===== config.mk =====
export PLATFORM = sky130hd
export DESIGN_NAME = audio_i2s_out_flat
export DESIGN_NICKNAME = d
export VERILOG_FILES = /design/src/rtl/audio_i2s_out_if.sv /design/src/rtl/audio_i2s_out.sv /design/src/flat_wrapper.sv
export SDC_FILE = /design/constraint.sdc
export NUM_CORES = 1
export LEC_CHECK = 0
export CORE_MARGIN = 3
export CORE_UTILIZATION = 35
export CTS_CLUSTER_SIZE = 10
export DETAILED_ROUTE_END_ITERATION = 8
export HOLD_SLACK_MARGIN = 0.1
export PLACE_DENSITY = 0.56
export SETUP_SLACK_MARGIN = 0.3
export SLEW_MARGIN = 20
export SYNTH_ARGS = -nofsm -noshare
export SYNTH_HDL_FRONTEND = slang
export SYNTH_SLANG_ARGS = --single-unit

===== constraint.sdc =====
create_clock -name clk -period 8.1 [get_ports clk]
set_input_delay 1.215 -clock clk [delete_from_list [all_inputs] [get_ports clk]]
set_output_delay 1.215 -clock clk [all_outputs]
set_load 0.03 [all_outputs]

===== src/rtl/audio_i2s_out_if.sv =====
// Sample handshake bundle between the playback logic (master) and the I2S output stage (slave).
// Each channel carries its own valid/ready pair.
interface audio_i2s_out_if;
  logic [15:0] sample_data_l;
  logic        sample_valid_l;
  logic [15:0] sample_data_r;
  logic        sample_valid_r;
  logic        left_chan_ready;
  logic        right_chan_ready;

  modport master (
    output sample_data_l, sample_valid_l, sample_data_r, sample_valid_r,
    input  left_chan_ready, right_chan_ready
  );

  modport slave (
    input  sample_data_l, sample_valid_l, sample_data_r, sample_valid_r,
    output left_chan_ready, right_chan_ready
  );
endinterface


===== src/rtl/audio_i2s_out.sv =====
// Stereo I2S serialiser: one FIFO per channel, a BCLK divider from clk, and a 32-bit frame
// shifter that pops both FIFOs together at frame start or repeats the last frame on underrun.
module audio_i2s_out #(
  parameter int DEPTH    = 8,
  parameter int HALF_DIV = 16
) (
  input  logic           clk,
  input  logic           reset,
  audio_i2s_out_if.slave smp,
  output logic           AUD_BCLK,
  output logic           AUD_DACLRCK,
  output logic           AUD_DACDAT,
  output logic           underrun
);
  localparam int AW = $clog2(DEPTH);
  localparam int CW = AW + 1;
  localparam int DW = (HALF_DIV > 1) ? $clog2(HALF_DIV) : 1;

  logic [15:0]   mem_r [2][DEPTH];
  logic [AW-1:0] wr_r  [2];
  logic [AW-1:0] rd_r  [2];
  logic [CW-1:0] cnt_r [2];

  logic [DW-1:0] div_r;
  logic          bclk_r;
  logic [4:0]    bit_cnt_r;
  logic [31:0]   sh_r;
  logic [31:0]   last_r;
  logic          dat_r;
  logic          lrck_r;
  logic          und_r;

  logic [15:0]   data_s  [2];
  logic          valid_s [2];
  logic          ready_s [2];
  logic          push_s  [2];
  logic          wrap_s;
  logic          fall_s;
  logic          start_s;
  logic          both_s;
  logic          pop_s;
  logic [4:0]    next_bit_s;
  logic [31:0]   frame_s;

  // Handshake decode, edge detection and frame-start pop decision.
  always_comb begin
    data_s[0]  = smp.sample_data_l;
    data_s[1]  = smp.sample_data_r;
    valid_s[0] = smp.sample_valid_l;
    valid_s[1] = smp.sample_valid_r;
    for (int ch = 0; ch < 2; ch++) begin
      ready_s[ch] = (cnt_r[ch] != CW'(DEPTH));
      push_s[ch]  = valid_s[ch] && ready_s[ch];
    end
    wrap_s     = (div_r == DW'(HALF_DIV - 1));
    fall_s     = wrap_s && bclk_r;
    start_s    = fall_s && (bit_cnt_r == 5'd31);
    both_s     = (cnt_r[0] != {CW{1'b0}}) && (cnt_r[1] != {CW{1'b0}});
    pop_s      = start_s && both_s;
    next_bit_s = bit_cnt_r + 5'd1;
    if (pop_s) begin
      frame_s = {mem_r[0][rd_r[0]], mem_r[1][rd_r[1]]};
    end else begin
      frame_s = last_r;
    end
  end

  assign smp.left_chan_ready  = ready_s[0];
  assign smp.right_chan_ready = ready_s[1];

  // Sample storage; contents are don't-care until counted, so no reset is needed.
  always_ff @(posedge clk) begin
    for (int ch = 0; ch < 2; ch++) begin
      if (push_s[ch]) begin
        mem_r[ch][wr_r[ch]] <= data_s[ch];
      end
    end
  end

  // FIFO pointers and occupancy; pops only happen with both channels non-empty.
  always_ff @(posedge clk) begin
    for (int ch = 0; ch < 2; ch++) begin
      if (reset) begin
        wr_r[ch]  <= {AW{1'b0}};
        rd_r[ch]  <= {AW{1'b0}};
        cnt_r[ch] <= {CW{1'b0}};
      end else begin
        if (push_s[ch]) begin
          wr_r[ch] <= wr_r[ch] + AW'(1);
        end
        if (pop_s) begin
          rd_r[ch] <= rd_r[ch] + AW'(1);
        end
        case ({push_s[ch], pop_s})
          2'b10:   cnt_r[ch] <= cnt_r[ch] + CW'(1);
          2'b01:   cnt_r[ch] <= cnt_r[ch] - CW'(1);
          default: cnt_r[ch] <= cnt_r[ch];
        endcase
      end
    end
  end

  // BCLK divider and frame shifter; serial pins move only on BCLK falling edges.
  always_ff @(posedge clk) begin
    if (reset) begin
      div_r     <= {DW{1'b0}};
      bclk_r    <= 1'b0;
      bit_cnt_r <= 5'd31;
      sh_r      <= 32'd0;
      last_r    <= 32'd0;
      dat_r     <= 1'b0;
      lrck_r    <= 1'b0;
      und_r     <= 1'b0;
    end else begin
      und_r <= start_s && !both_s;
      div_r <= wrap_s ? {DW{1'b0}} : div_r + DW'(1);
      if (wrap_s) begin
        bclk_r <= ~bclk_r;
      end
      if (fall_s) begin
        bit_cnt_r <= next_bit_s;
        dat_r     <= sh_r[31];
        lrck_r    <= (next_bit_s >= 5'd16);
        // Loading at frame start delays L[15] by one BCLK, giving the I2S one-bit offset.
        sh_r      <= start_s ? frame_s : {sh_r[30:0], 1'b0};
      end
      if (pop_s) begin
        last_r <= frame_s;
      end
    end
  end

  assign AUD_BCLK    = bclk_r;
  assign AUD_DACLRCK = lrck_r;
  assign AUD_DACDAT  = dat_r;
  assign underrun    = und_r;
endmodule


===== src/flat_wrapper.sv =====
// flat-port wrapper written by rule: the top's interface ports become plain ports
module audio_i2s_out_flat 
#(
  parameter int DEPTH    = 8,
  parameter int HALF_DIV = 16
)
  (clk, reset, AUD_BCLK, AUD_DACLRCK, AUD_DACDAT, underrun, smp_sample_data_l, smp_sample_valid_l, smp_sample_data_r, smp_sample_valid_r, smp_left_chan_ready, smp_right_chan_ready);
  audio_i2s_out_if smp_i ();
  input  logic clk;
  input  logic reset;
  output logic AUD_BCLK;
  output logic AUD_DACLRCK;
  output logic AUD_DACDAT;
  output logic underrun;
  input wire logic [$bits(smp_i.sample_data_l)-1:0] smp_sample_data_l;
  input wire logic [$bits(smp_i.sample_valid_l)-1:0] smp_sample_valid_l;
  input wire logic [$bits(smp_i.sample_data_r)-1:0] smp_sample_data_r;
  input wire logic [$bits(smp_i.sample_valid_r)-1:0] smp_sample_valid_r;
  output wire logic [$bits(smp_i.left_chan_ready)-1:0] smp_left_chan_ready;
  output wire logic [$bits(smp_i.right_chan_ready)-1:0] smp_right_chan_ready;
  assign smp_i.sample_data_l = smp_sample_data_l;
  assign smp_i.sample_valid_l = smp_sample_valid_l;
  assign smp_i.sample_data_r = smp_sample_data_r;
  assign smp_i.sample_valid_r = smp_sample_valid_r;
  assign smp_left_chan_ready = smp_i.left_chan_ready;
  assign smp_right_chan_ready = smp_i.right_chan_ready;
  audio_i2s_out #(.DEPTH(DEPTH), .HALF_DIV(HALF_DIV)) u_core (.clk(clk), .reset(reset), .smp(smp_i), .AUD_BCLK(AUD_BCLK), .AUD_DACLRCK(AUD_DACLRCK), .AUD_DACDAT(AUD_DACDAT), .underrun(underrun));
endmodule

-- Word level (Yosys, flattened, before mapping)
Memory sizes are Yosys's and may differ from the RTL's.
Index checks and enable logic that the tools add are counted.
- memories: 4
- logic and storage cells: 120
- bits in registers: 77
- RAM bits: 276
- output and inout bits: 6
- bits of input ports: 36
- memories (memory ; words ; bits a word ; rd ports ; clocked after Yosys merged registers in ; write ports ; RTL line ; source):
    u_core.mem_r ; 2 ; 128 ; 2 ; 0 ; 2 ; audio_i2s_out.sv:19 ; logic [15:0] mem_r [2][DEPTH];
    u_core.cnt_r ; 2 ; 4 ; 2 ; 0 ; 2 ; audio_i2s_out.sv:22 ; logic [CW-1:0] cnt_r [2];
    u_core.rd_r ; 2 ; 3 ; 2 ; 0 ; 2 ; audio_i2s_out.sv:21 ; logic [AW-1:0] rd_r [2];
    u_core.wr_r ; 2 ; 3 ; 2 ; 0 ; 2 ; audio_i2s_out.sv:20 ; logic [AW-1:0] wr_r [2];
- order comparisons: 7
- reductions and logical operators: 15
- multiplexer cells: 53
- equality and inequality tests: 8
- add/subtract/negate cells: 10
- bitwise operators: 15
- operator list (cell ; number):
    $mux W128 ; 2
    $bmux W16 S3 ; 2
    $demux W16 S3 ; 2
    $mux W16 ; 6
    $mux W32 ; 2
    $mux W1 ; 29
    $mux W4 ; 6
    $ge A4 B4 Y1 const B ; 4
    $not A3 Y4 ; 4
    $add A3 B1 Y3 const B ; 4
    $add A4 B1 Y4 const B ; 3
    $mux W3 ; 4
    $or A1 B1 Y1 ; 10
    $logic_and A1 B1 Y1 ; 9
    $lt A4 B1 Y1 const B ; 2
    $ne A4 B4 Y1 const B ; 2
    $reduce_bool A4 Y1 ; 2
    $sub A4 B1 Y4 const B ; 2
    $reduce_or A2 Y1 ; 3
    $add A5 B1 Y5 const B ; 1
    $eq A5 B5 Y1 const B ; 1
    $ge A5 B5 Y1 const B ; 1
    $eq A2 B1 Y1 const B ; 2
    $eq A2 B2 Y1 const B ; 2
    other kinds (3) ; 3

-- Depth between registers and ports, before layout
- depth in word-level cells: 11
- gate-level depth with buffers: 15
- gate-level depth less buffers: 12

-- Worst setup path after synthesis
Ideal clock, no wire load.
- path kind: input to register
- start: input port smp_sample_valid_r
- end: memory u_core.mem_r[0][240] (netlist name), enable pin
- data arrival time: 2.960 ns
- setup time: 0.430 ns
- path buffers: 0
- stages: 2
- path slack: 4.710 ns
- required time: 7.670 ns
- path through: nand2_1 nor4_1
- RTL lines (element ; RTL line ; source):
    from (decl) ; flat_wrapper.sv:18 ; input wire logic [$bits(smp_i.sample_valid_r)-1:0] smp_sample_valid_r;
    to (decl) ; audio_i2s_out.sv:19 ;

==> flow_results.org <==
** Global route
- Antenna violations before repair :: 0
- Entering global routing, the biggest net connects 86 pins.
- The first global-routing pass estimated 44.0 mm of wire.
- Overall Global Routing Usage :: 13.4%
- Vias in the first global route :: 7547
- Total congestion overflow :: 0

** Clocking
- The number of clock buffers added by TritonCTS is 41.
- Clock Latency Late Sink :: 530 ps
- The number of hold buffers added after CTS was 0.
- TritonCTS built the clock tree.
- Clock tree synthesis selected as its root buffer the cell sky130_fd_sc_hd__clkbuf_16.
- Resized cells post-CTS :: 0
- After clock tree synthesis, the clock-pin slew on the worst setup and hold paths is 60 ps.
- Buffer count from post-CTS setup fixing :: 0
- Count of H-tree levels built during CTS :: 2
- Counting along the longest clock path gives a buffer depth of 3.
- CTS sink cnt :: 353

** Synthesis
- During synthesis, Yosys emitted a total of 0 warnings.
- The cell area that synthesis handed to floorplanning was 0.0140 mm².
- In the synthesized netlist the async set-or-reset flop fraction comes to 0%.
- Counting distinct cell types in the post-synthesis netlist gives 48.
- After synthesis, the most frequently instantiated cells are sky130_fd_sc_hd__edfxtp_1 (276), sky130_fd_sc_hd__dfxtp_1 (77), sky130_fd_sc_hd__nor2_1 (68).
- Area leader, netlist :: sky130_fd_sc_hd__edfxtp_1
- For this run, the leading register cell type out of synthesis is sky130_fd_sc_hd__edfxtp_1.
- In the post-synthesis netlist, the cell with the most instances is sky130_fd_sc_hd__edfxtp_1.
- Yosys attributes the largest share of cell area to sky130_fd_sc_hd__edfxtp_1 (59%), sky130_fd_sc_hd__dfxtp_1 (11%), sky130_fd_sc_hd__mux4_2 (8.9%).
- Part of the Yosys area used for sequential elements :: 70.3%
- Number of flops mapped to enable cells by yosys :: 276
- In this run the mean area of a mapped cell was 16.4 µm².
- After synthesis, the largest area contributor takes up 59.2% of total cell area.
- Flop and latch count out of synthesis :: 353
- Syn Inst Count :: 851
- When the netlist entered floorplanning its net count stood at 901.

** STA
- The worst path needs 4100 ps of the cycle, external delays included.
- Worst Skew :: 13.6 ps
- Unrepaired setup endpoints after global routing :: false
- Setup violations remaining at the end of the flow were counted as 0.
- Measured against its own limit, the worst slew margin works out to 33.1%.
- Final-report max-slew violation count :: 0
- Slew at the pin closest to its max-slew limit :: 1000 ps
- Based on the critical path, the design can be clocked at up to 0.244 GHz.
- Setup tns final :: 0 ps
- The final count of hold timing violations came to 0.
- Min Hold Slack :: 448 ps
- Final worst-path cycle share :: 50.6%

** Placed design
- During placement, the flow inserted port buffers numbering 41.
- The congestion estimate from routability-driven global placement came to 0.735.
- Detailed placement finished with a half-perimeter wire length of 15.7 mm.

** Floorplan
- IO Count :: 42
- Core outline area :: 0.0391 mm²
- In this run the horizontal extent of the chip is 206 µm.
- Height of the chip :: 206 µm
- Starting density of the core :: 35.8%
- Row generation in the floorplan step produced 72 rows.
- The die covers 0.0424 mm².

** Detailed routing
- Initial drt markers :: 542
- Dividing the detail-routed wire length by the instance count gives 19.2 µm.
- Ratio of routed vias to standard cells :: 5.10
- DR pass1 iterations :: 5
- Total Wirelength :: 28.0 mm
- Post-route DRC :: 0
- Remaining antenna violation count after routing :: 0
- For this block, the via count after detailed routing is 7443.

** Critical path
- Reg2Reg Setup Slack :: 4000 ps
- The worst setup path is of the flop to flop kind.
- Cell count of the worst reg-to-reg path :: 9
- The worst setup path is launched from a flop.
- Crit path max fanout :: 41
- Crit path DAT :: 4370 ps
- STA classifies the critical path endpoint as a flop.
- Required time of the critical path :: 8370 ps
- In this run the critical register-to-register path is captured at u_core.cnt_r[0][3]$_DFFE_PP_.
- Reg-to-reg startpoint :: u_core.div_r[0]$_SDFF_PP0_

** Worst hold path
- In this run the most critical hold path is launched from u_core.sh_r[16]$_SDFFE_PP0P_.
- Class of the most critical hold timing path :: flop to flop
- The worst hold path terminates at u_core.sh_r[16]$_SDFFE_PP0P_.
- Along the worst hold path, the cell count comes to 2.

** Finish
- Cells with a size suffix above 1 make up 16.7% of the layout.
- Number of antenna repair diodes :: 0
- Relative area change from synthesis to final layout :: 15.8%
- Final net count :: 959

** Power
- Combinational logic burns 4.8% of the power.
- Power per cell area :: 240 mW/mm²
- The share of total power dissipated in sequential elements is 52.3%.
- Internal power comes to 3.09 mW.
- Switching share of power :: 20.6%
- Part of the power in the clock network :: 42.9%
- Across the VDD grid, the largest voltage drop is 0.131 mV.
- Summed over all cells, the static leakage comes to 5.22 nW.
- The analysis attributes to net switching a power of 0.798 mW.

** Run status
- The flow ran to the end, and the final reports show no timing, DRC or antenna violations.

** Job
- Max-cap violations in this run came to 0.
## kinds of logic after synthesis
| family | synth area share [%] |
|---|---|
| XOR/XNOR | 0.689 |
| adder cells (fa/ha/maj) | 1.25 |
| AND/OR/NAND/NOR | 7.67 |
| AO/OA/AOI/OAI | 5.23 |
| buffers and inverters | 2.35 |
| multiplexers | 12.5 |
| flip-flops | 70.3 |
## stage by stage
stage / util (%) / std cells / power (mW) / cell area (µm²) / worst slack, ps
after floorplan: - / 851 / 2.17 / 14000 / 4710
after global placement: 38.3 / 1383 / 2.26 / 15000 / 4010
after detailed placement: 38.3 / 1383 / 2.26 / 15000 / 3930
after CTS: 41.4 / 1459 / 3.94 / 16200 / 3920
after global routing: 41.4 / 1460 / 4.03 / 16200 / 3620
final: 41.4 / 1460 / 3.88 / 16200 / 4000
## layout make-up
cell class	count	area, µm²
fillers	3558	22900
flip-flops and latches	353	9830
multi-input cells	438	3870
clock buffers	74	1200
well taps	518	648
repair buffers	66	601
inverters	9	36.3
clock inverters	2	13.8
## power groups by stage
stage          sequential [mW]  clock, mW  combinational (mW)
3_5_place_dp              2.07          0               0.190
6_report                  2.03       1.67               0.187
2_1_floorplan             2.06          0               0.112
5_1_grt                   2.03       1.79               0.205
3_3_place_gp              2.07          0               0.188
4_1_cts                   2.03       1.72               0.190
## worst max-delay path: stages (launching register included)
cell and delay (ps):
sky130_fd_sc_hd__dfxtp_1 380, sky130_fd_sc_hd__ha_1 260, sky130_fd_sc_hd__and4_1 880, sky130_fd_sc_hd__and4_2 1070, sky130_fd_sc_hd__inv_4 350, sky130_fd_sc_hd__ha_1 330
sky130_fd_sc_hd__or3b_2 220, sky130_fd_sc_hd__a21oi_1 50, sky130_fd_sc_hd__o21ai_0 170, sky130_fd_sc_hd__o211ai_1 100
## worst max-delay path by stage
stage / from / end / slack (ps)
2_1_floorplan: smp_sample_valid_r / u_core.mem_r[0][240]$_DFFE_PP_ / 4710
6_report: u_core.div_r[0]$_SDFF_PP0_ / u_core.cnt_r[0][3]$_DFFE_PP_ / 4000
4_1_cts: u_core.div_r[0]$_SDFF_PP0_ / u_core.cnt_r[0][3]$_DFFE_PP_ / 3920
3_5_place_dp: u_core.div_r[0]$_SDFF_PP0_ / u_core.cnt_r[0][3]$_DFFE_PP_ / 3930
3_3_place_gp: u_core.div_r[0]$_SDFF_PP0_ / u_core.cnt_r[0][3]$_DFFE_PP_ / 4010
5_1_grt: u_core.div_r[0]$_SDFF_PP0_ / u_core.cnt_r[1][2]$_SDFFCE_PN0P_ / 3620
## flip-flops by register name, indices dropped and copies added (netlist names)
signal / flops
u_core.rd_r: 6
u_core.bit_cnt_r: 5
u_core.div_r: 4
u_core.mem_r: 256
u_core.AUD_DACDAT: 1
u_core.AUD_BCLK: 1
u_core.wr_r: 6
u_core.sh_r: 32
u_core.underrun: 1
u_core.cnt_r: 8
u_core.AUD_DACLRCK: 1
u_core.last_r: 32
## placed cells by master, fill, tap and decap left out, types with 24 or more instances in the layout
master / count
sky130_fd_sc_hd__edfxtp_1: 276
sky130_fd_sc_hd__nor3_1: 30
sky130_fd_sc_hd__clkbuf_1: 30
sky130_fd_sc_hd__a21oi_1: 32
sky130_fd_sc_hd__clkbuf_16: 43
sky130_fd_sc_hd__nand2_1: 42
sky130_fd_sc_hd__clkdlybuf4s50_1: 40
sky130_fd_sc_hd__dfxtp_1: 77
sky130_fd_sc_hd__buf_4: 24
sky130_fd_sc_hd__mux4_2: 55
sky130_fd_sc_hd__nor2_1: 68
## metal layers
metal  GRT usage [%]  wire length [µm]  up-vias
met2            21.2             13200      129
met1            18.9             13000     3793
met4            4.10               569        0
met5               0                 0        -
li1                -                 -     3478
met3            2.43              1110       43
No activity file was read; power rests on OpenSTA's default activity.
